[src/rtl/mon_pkg.sv]
`default_nettype none
// ============================================================================
// Module      : mon_pkg
// Description : Shared definitions for the monitor / CPU / trash DRAM
//               arbiter: arbiter state encoding and requester IDs used for
//               the round-robin pointer and the read-return tag.
// Revision    : 1.0 - initial release
// ============================================================================
package mon_pkg;

  // Arbiter states
  typedef enum logic [1:0] {
    ARB_RR    = 2'd0,
    ARB_LOCK  = 2'd1,
    ARB_TRASH = 2'd2
  } arb_state_e;

  // Requester IDs (round-robin pointer and read tag)
  localparam logic MON = 1'b0;
  localparam logic CPU = 1'b1;

endpackage : mon_pkg
`default_nettype wire

[src/rtl/mon_dram_arb.sv]
`default_nettype none
// ============================================================================
// Module      : mon_dram_arb
// Description : Three-port arbiter in front of a single-port data RAM.
//               Monitor and CPU share the RAM round-robin; the monitor may
//               lock the RAM for up to LOCK_MAX consecutive grants; the
//               write-only trash port pre-empts both while it requests
//               (except during a monitor lock). Read data returns one cycle
//               after a read grant, tagged to the requester that issued it.
// Ports       : clk, rst_n                       - clock, async active-low reset
//               mon_req/we/lock/adr/wdata        - monitor request
//               mon_gnt, mon_rvalid              - monitor grant / read return
//               cpu_req/we/adr/wdata             - CPU request
//               cpu_gnt, cpu_rvalid              - CPU grant / read return
//               trs_req/adr, trs_gnt             - trash (zero-write) port
//               ram_adr/wdata/wen/ren, ram_rdata - RAM side (1-cycle read)
//               rdata                            - returned read data
// Revision    : 1.0 - initial release
// ============================================================================
module mon_dram_arb
  import mon_pkg::*;
#(
  parameter int DWIDTH   = 11,
  parameter int LOCK_MAX = 16
) (
  input  logic              clk,
  input  logic              rst_n,
  input  logic              mon_req,
  input  logic              mon_we,
  input  logic              mon_lock,
  input  logic [DWIDTH+1:2] mon_adr,
  input  logic [31:0]       mon_wdata,
  output logic              mon_gnt,
  output logic              mon_rvalid,
  input  logic              cpu_req,
  input  logic              cpu_we,
  input  logic [DWIDTH+1:2] cpu_adr,
  input  logic [31:0]       cpu_wdata,
  output logic              cpu_gnt,
  output logic              cpu_rvalid,
  input  logic              trs_req,
  input  logic [DWIDTH+1:2] trs_adr,
  output logic              trs_gnt,
  output logic [DWIDTH+1:2] ram_adr,
  output logic [31:0]       ram_wdata,
  output logic              ram_wen,
  output logic              ram_ren,
  input  logic [31:0]       ram_rdata,
  output logic [31:0]       rdata
);

  localparam int               CNT_W      = $clog2(LOCK_MAX + 1);
  localparam logic [CNT_W-1:0] C_LOCK_MAX = CNT_W'(LOCK_MAX);
  localparam logic [CNT_W-1:0] C_CNT_ONE  = CNT_W'(1);

  arb_state_e       r_state;
  logic             r_rr_last;
  logic [CNT_W-1:0] r_lock_cnt;
  logic             r_tag_vld;
  logic             r_tag_id;

  logic             w_gnt_mon;
  logic             w_gnt_cpu;
  logic             w_gnt_trs;

  // Grant decode. Grants are forced low while reset is asserted so the RAM
  // sees no access during reset regardless of the request inputs.
  always_comb begin
    w_gnt_mon = 1'b0;
    w_gnt_cpu = 1'b0;
    w_gnt_trs = 1'b0;
    if (rst_n) begin
      case (r_state)
        ARB_RR: begin
          if (trs_req) begin
            w_gnt_trs = 1'b1;
          end else if (mon_req && cpu_req) begin
            // Tie: the port that did not win last time goes first
            if (r_rr_last == MON) w_gnt_cpu = 1'b1;
            else                  w_gnt_mon = 1'b1;
          end else begin
            w_gnt_mon = mon_req;
            w_gnt_cpu = cpu_req;
          end
        end
        ARB_LOCK: begin
          // Lock expiry hands the RAM to a waiting CPU in the same cycle
          if (mon_req) begin
            if (mon_lock && (r_lock_cnt == C_LOCK_MAX) && cpu_req) w_gnt_cpu = 1'b1;
            else                                                    w_gnt_mon = 1'b1;
          end
        end
        ARB_TRASH: begin
          w_gnt_trs = trs_req;
        end
        default: ;
      endcase
    end
  end

  assign mon_gnt = w_gnt_mon;
  assign cpu_gnt = w_gnt_cpu;
  assign trs_gnt = w_gnt_trs;

  // RAM-side mux; the trash port always writes zero
  always_comb begin
    ram_adr   = '0;
    ram_wdata = 32'd0;
    ram_wen   = 1'b0;
    ram_ren   = 1'b0;
    if (w_gnt_mon) begin
      ram_adr   = mon_adr;
      ram_wdata = mon_wdata;
      ram_wen   = mon_we;
      ram_ren   = ~mon_we;
    end else if (w_gnt_cpu) begin
      ram_adr   = cpu_adr;
      ram_wdata = cpu_wdata;
      ram_wen   = cpu_we;
      ram_ren   = ~cpu_we;
    end else if (w_gnt_trs) begin
      ram_adr   = trs_adr;
      ram_wen   = 1'b1;
    end
  end

  // State, round-robin pointer, lock counter and read tag
  always_ff @(posedge clk or negedge rst_n) begin
    if (!rst_n) begin
      r_state    <= ARB_RR;
      r_rr_last  <= MON;
      r_lock_cnt <= '0;
      r_tag_vld  <= 1'b0;
      r_tag_id   <= MON;
    end else begin
      case (r_state)
        ARB_RR: begin
          if (w_gnt_trs) begin
            r_state <= ARB_TRASH;
          end else if (w_gnt_mon && mon_lock) begin
            r_state    <= ARB_LOCK;
            r_lock_cnt <= C_CNT_ONE;
          end
        end
        ARB_LOCK: begin
          if (!mon_req || !mon_lock || w_gnt_cpu) begin
            r_state    <= ARB_RR;
            r_lock_cnt <= '0;
          end else if (r_lock_cnt != C_LOCK_MAX) begin
            r_lock_cnt <= r_lock_cnt + C_CNT_ONE;
          end
        end
        ARB_TRASH: begin
          if (!trs_req) r_state <= ARB_RR;
        end
        default: r_state <= ARB_RR;
      endcase

      if (w_gnt_mon)      r_rr_last <= MON;
      else if (w_gnt_cpu) r_rr_last <= CPU;

      // Trash never reads, so a read grant belongs to the monitor or the CPU
      r_tag_vld <= ram_ren;
      r_tag_id  <= w_gnt_cpu ? CPU : MON;
    end
  end

  assign mon_rvalid = r_tag_vld && (r_tag_id == MON);
  assign cpu_rvalid = r_tag_vld && (r_tag_id == CPU);
  assign rdata      = r_tag_vld ? ram_rdata : 32'd0;

endmodule : mon_dram_arb
`default_nettype wire

[config.mk]
export PLATFORM = sky130hd
export DESIGN_NAME = mon_dram_arb
export DESIGN_NICKNAME = d
export VERILOG_FILES = /design/src/rtl/mon_pkg.sv /design/src/rtl/mon_dram_arb.sv
export SDC_FILE = /design/constraint.sdc
export NUM_CORES = 1
export LEC_CHECK = 0
export CAP_MARGIN = 20
export CELL_PAD_IN_SITES_DETAIL_PLACEMENT = 2
export CELL_PAD_IN_SITES_GLOBAL_PLACEMENT = 2
export CORE_UTILIZATION = 10
export CTS_BUF_LIST = sky130_fd_sc_hd__clkbuf_2 sky130_fd_sc_hd__clkbuf_4 sky130_fd_sc_hd__clkbuf_8
export CTS_CLUSTER_DIAMETER = 40
export CTS_CLUSTER_SIZE = 8
export DETAILED_ROUTE_END_ITERATION = 8
export GPL_ROUTABILITY_DRIVEN = 0
export PLACE_DENSITY_LB_ADDON = 0.15
export SYNTH_ARGS = -nofsm -noshare
export SYNTH_HDL_FRONTEND = slang
export SYNTH_SLANG_ARGS = --single-unit
[constraint.sdc]
create_clock -name clk -period 6.45 [get_ports clk]
set_clock_uncertainty 0.2 [all_clocks]
set_input_delay 1.935 -clock clk [delete_from_list [all_inputs] [get_ports clk]]
set_output_delay 1.935 -clock clk [all_outputs]
set_load 0.01 [all_outputs]
==> out/metrics.cfg, run 1 <==
[pwr]
p_leak_nw=1.476
vdd_ir_drop_max_v=0.00007704
p_total_mw=0.3549
power.density_mw_per_mm2=92.21

[final_layout]
layout-drive-gt1-share_pct=4.700
area_growth_pct=174.9
final_cell_mix=218 x clkdlybuf4s50_1, 44 x and2_1, 34 x a22o_1, 11 x a221o_1, 10 x dfrtp_1
diodes=0
fin_area_mm2=0.003849
stdcell_count=559
final_common_cell=clkdlybuf4s50_1
utilization_pct=28.61
layout.nets=523

[setup_path]
r2r_start=r_lock_cnt[0]$_DFFE_PN0P_
crit_start=cpu_req
end_kind=output pin
critPathArrivalTime_ns=4.13
cp.required_ns=4.32
critPathKind=input pin to output pin
timing.critical_path.fanout_max=42
start_kind=input pin

[floorplan]
placementRows=42
start_util_pct=10.41
die_y_um=120.3
ios=219
core_area_mm2=0.01345
fp.dieArea_mm2=0.01448
die-width_um=120.3

[global_routing]
grt.busiest_layer=met2
grt_use_met3_pct=2.736
grt_pass1_vias=2420
grt_util_met2_pct=25.04
grt_max_degree=48
grt_pass1_wl_um=14280
grt-ovfl-total=0
grtUsageTotal_pct=12.80
antenna_found_initial=0
grt_use_met1_pct=14.13

[synthesis]
synth_flop_cell=dfrtp_1
yosys_warnings=0
synth_nets=306
async_reset_ff_share_pct=100.0
syn_inst=167
netlist.area_leader.share_pct=21.27
synth_edf_count=0
ys_ff_latch=10
synthTopCellsByArea=a22o_1 21%, and2_1 20%, dfrtp_1 18%
seq_area_frac_synth_pct=17.87
synth_cell_types=38
yosys.area.top_type=a22o_1
synth_area_per_cell_um2=8.384
synth_area_mm2=0.001400

[placed_design]
dp_slack_ns=0.1548
postPlaceCellArea_mm2=0.003794
io_buffers=218
dp.cells=555
hpwl_um=8180

[sta]
setup_viol=0
rsz0062_at_grt=false
finalMaxSlewViolations=0
holdWs_ns=0.3255
fmax_ghz=0.1595
fin_crit_sh_pct=97.20
tightest_slew_ns=0.7936
maxSlewHeadroom_pct=47.09
hold_viol_final=0
fin_setup_tns_ns=0
period_needed_ns=6.269
fin_ws_ns=0.1806

[min_path]
min_from=r_lock_cnt[4]$_DFFE_PN0P_
hold_class=register to register

[clock_network]
cts_tree=built
cts.sink_count=10
clk_latency_ns=0.24
cts.reportedPaths.clkPinSlew_ns=0.05
post_cts_buffers=0
cts-htree-levels=1
root_buffer=clkbuf_8
cts_buffers=3
clockBufferDepth=2
cts_hold_repair.buffers=0
cts_resized=0

[detailed_routing]
drt_iter0_drc=83
ant_nets=0
routed_wl_um=9694
firstDrtPassIters=3
post_drt_via_cell_ratio=4.034
drc_errors=0
via_count=2255
wire_per_inst_um=17.34

[flow_run]
drv_cap=0

[run_status]
status=completed

-- synth_stat cells (3+ instances only) --
master and number:
nand2_1 4, buf_2 4, inv_1 6, buf_6 5, and2_1 44, nor2_1 5
dfrtp_1 10, clkbuf_1 5, nor2b_1 3, nor3_1 3, a22o_1 34, a221o_1 11
-- state kept, by name, summed over array words and instances, names as in the netlist --
signal and flops:
r_lock_cnt 5, r_rr_last 1, r_state 2, r_tag_id 1, r_tag_vld 1
-- cell type report --
class	count	area, um2
Multi-Input combinational cell	137	1033
Tap cell	176	220.2
Fill cell	1556	9604
Timing Repair Buffer	226	2267
Inverter	6	22.52
Clock buffer	4	55.05
Sequential cell	10	250.2
-- layer usage --
metal	vias to the layer above	routed length, um
li1	1071	-
met1	1073	3690
met2	106	5219
met3	5	728
met4	0	55
met5	-	0
-- worst max-delay path, cell delays in order --
cell and delay [ns]:
clkdlybuf4s50_1 0.47, and3b_1 0.24, and4_4 0.19, or2_1 0.27, buf_12 0.19, a221o_1 0.32, clkdlybuf4s50_1 0.49
-- path summary, 6_finish.rpt --
path	depth (start not counted)	end	slack [ns]
worst max-delay path	7	ram_adr[4]	0.18
worst min-delay path	1	r_lock_cnt[4]$_DFFE_PN0P_	0.33
worst max register to register	6	r_lock_cnt[0]$_DFFE_PN0P_	4.25
worst min register to register	1	r_lock_cnt[4]$_DFFE_PN0P_	0.33
max in group asynchronous	2	r_tag_id$_DFF_PN0_	4.05
min in group asynchronous	2	r_state[1]$_DFFE_PN0P_	1.87
-- report_power, final --
| part | switching (mW) | leakage (nW) | internal (mW) | total (mW) |
|---|---|---|---|---|
| clock | 0.0274 | 0.0288 | 0.0539 | 0.0813 |
| sequential | 0.00800 | 0.130 | 0.0685 | 0.0765 |
| combinational | 0.0618 | 1.32 | 0.135 | 0.197 |
-- cell families (layout without fill, tap and decap cells) --
kind of cell             Yosys count  count (layout)  synth area share [%]
buffers and inverters             20             236                 8.400
multiplexers                       2               2                 1.519
adder cells (fa/ha/maj)            2               2                 1.787
AND/OR/NAND/NOR                   74              74                 33.87
AO/OA/AOI/OAI                     59              59                 36.55
flip-flops                        10              10                 17.87
Power figures use the tool's default switching activity.
==> run 2, diff against run 1 <==
CORE_ASPECT_RATIO = 1.5   (was unset)
==> run 2 against run 1 <==
Against the previous run: via count up 1.2%; critical path depth unchanged; die area about the same; sequential share of layout area about the same; worst setup slack worse by 0.00099 ns; sequential cell count unchanged; clock-buffer cell count unchanged; routed wire length up 7.3%; sequential power about the same; final cell count down 2.7%; highest routed layer unchanged.
==> out/metrics.cfg, run 2 (same netlist as run 1, synthesis figures left out) <==
[floorplan]
core_area_mm2=0.01360
die-width_um=98.61
die_y_um=146.9
start_util_pct=10.30
placementRows=52
fp.dieArea_mm2=0.01449
ios=219

[pwr]
vdd_ir_drop_max_v=0.00008466
p_leak_nw=1.471
power.density_mw_per_mm2=93.56

[sta]
finalMaxSlewViolations=0
fin_ws_ns=0.1796
holdWs_ns=0.3373
maxSlewHeadroom_pct=44.27
setup_viol=0
rsz0062_at_grt=false
fmax_ghz=0.1595
hold_viol_final=0
fin_setup_tns_ns=0
period_needed_ns=6.270
tightest_slew_ns=0.8359
fin_crit_sh_pct=97.21

[setup_path]
end_kind=output pin
worstPathCellList=clkdlybuf4s50_1, and3_1, and4_4, or2_1, buf_4, a221o_1, clkdlybuf4s50_1
crit_start=mon_lock
slowest_stage=clkdlybuf4s50_1
r2r_start=r_lock_cnt[0]$_DFFE_PN0P_
cp.required_ns=4.32
regToRegEndpoint=r_lock_cnt[0]$_DFFE_PN0P_
critPathKind=input pin to output pin
cpMostUsedCell=clkdlybuf4s50_1
critPathCapture=ram_adr[2]
cpPeakStageDelay_ns=0.49
reg2reg_depth=6
critPathArrivalTime_ns=4.14
start_kind=input pin
rrSetupSlack_ns=4.29
timing.critical_path.fanout_max=13

[clock_network]
clockBufferDepth=2
cts.reportedPaths.clkPinSlew_ns=0.05
cts-htree-levels=1
cts_tree=built
clk_latency_ns=0.24
root_buffer=clkbuf_8
cts.sink_count=10
cts_buffers=3
cts_hold_repair.buffers=0
cts_resized=0
post_cts_buffers=0

[detailed_routing]
routed_wl_um=10400
drc_errors=0
wl_met3_um=950
drt_iter0_drc=43
via_count=2281
highest_layer=met4
firstDrtPassIters=4
post_drt_via_cell_ratio=4.193
wl_met1_um=3940
route.met2.wl_um=5438
ant_nets=0
wire_per_inst_um=19.12

[global_routing]
antenna_found_initial=0
grt_pass1_vias=2469
grt_max_degree=48
grt-ovfl-total=0
grt_pass1_wl_um=15450
grtUsageTotal_pct=13.85

[final_layout]
n_fill_cell=1529
reg.largest.list=r_lock_cnt x5, r_state x2
utilization_pct=28.11
final_cell_mix=218 x clkdlybuf4s50_1, 44 x and2_1, 34 x a22o_1, 11 x a221o_1, 10 x dfrtp_1
stdcell_count=544
layout.nets=522
final_common_cell=clkdlybuf4s50_1
area_growth_pct=173.0
layout-drive-gt1-share_pct=4.188
largest-register=r_lock_cnt
multiInputGateArea_mm2=0.001032
diodes=0
largest_reg_flops=5
seq_area_um2=250.2

[flow_run]
drv_cap=0

[placed_design]
dp.cells=540
dp_slack_ns=0.1664
io_buffers=218
hpwl_um=8852

[run_status]
status=completed

[min_path]
hold_class=register to register

[run 2: metal layers]
layer | up-vias | global-route usage, %
li1 | 1067 | -
met1 | 1079 | 15.45
met2 | 129 | 26.55
met3 | 6 | 3.616
met4 | 0 | 1.866
met5 | - | 0
[run 2: worst min path at each step]
stage                              startpoint                        end  slack, ns  cells past startpoint
finish              r_lock_cnt[4]$_DFFE_PN0P_  r_lock_cnt[4]$_DFFE_PN0P_       0.34                      1
global route        r_lock_cnt[4]$_DFFE_PN0P_  r_lock_cnt[4]$_DFFE_PN0P_       0.36                      1
CTS                 r_lock_cnt[4]$_DFFE_PN0P_  r_lock_cnt[4]$_DFFE_PN0P_       0.34                      1
detailed placement  r_lock_cnt[4]$_DFFE_PN0P_  r_lock_cnt[4]$_DFFE_PN0P_       0.32                      1
global placement    r_lock_cnt[4]$_DFFE_PN0P_  r_lock_cnt[4]$_DFFE_PN0P_       0.31                      1
floorplan           r_lock_cnt[4]$_DFFE_PN0P_  r_lock_cnt[4]$_DFFE_PN0P_       0.27                      1
[run 2: report_power, final]
| group | switching [mW] | internal (mW) | leakage (nW) | total, mW |
|---|---|---|---|---|
| clock | 0.0275 | 0.0539 | 0.0288 | 0.0814 |
| sequential | 0.00838 | 0.0684 | 0.130 | 0.0768 |
| combinational | 0.0642 | 0.135 | 1.31 | 0.199 |
[run 2: area by class of cell]
type	count	share of cell area [%]
Inverter	6	0.5892
Timing Repair Buffer	225	59.12
Sequential cell	10	6.547
Multi-Input combinational cell	137	27.00
Tap cell	162	5.303
Clock buffer	4	1.440
[run 2: metrics by stage]
| step | total power, mW | instance area [um2] |
|---|---|---|
| after floorplan | 0.1340 | 1400 |
| after CTS | 0.3633 | 3822 |
| after detailed placement | 0.2807 | 3767 |
| final | 0.3576 | 3822 |
| after global placement | 0.2780 | 3767 |
| after global routing | 0.3785 | 3822 |
[run 2: critical path: cells and delay by family]
kind	cells	cell delay, ns
buf+inv	3	1.18
simple gates	3	0.71
compound gates	1	0.31
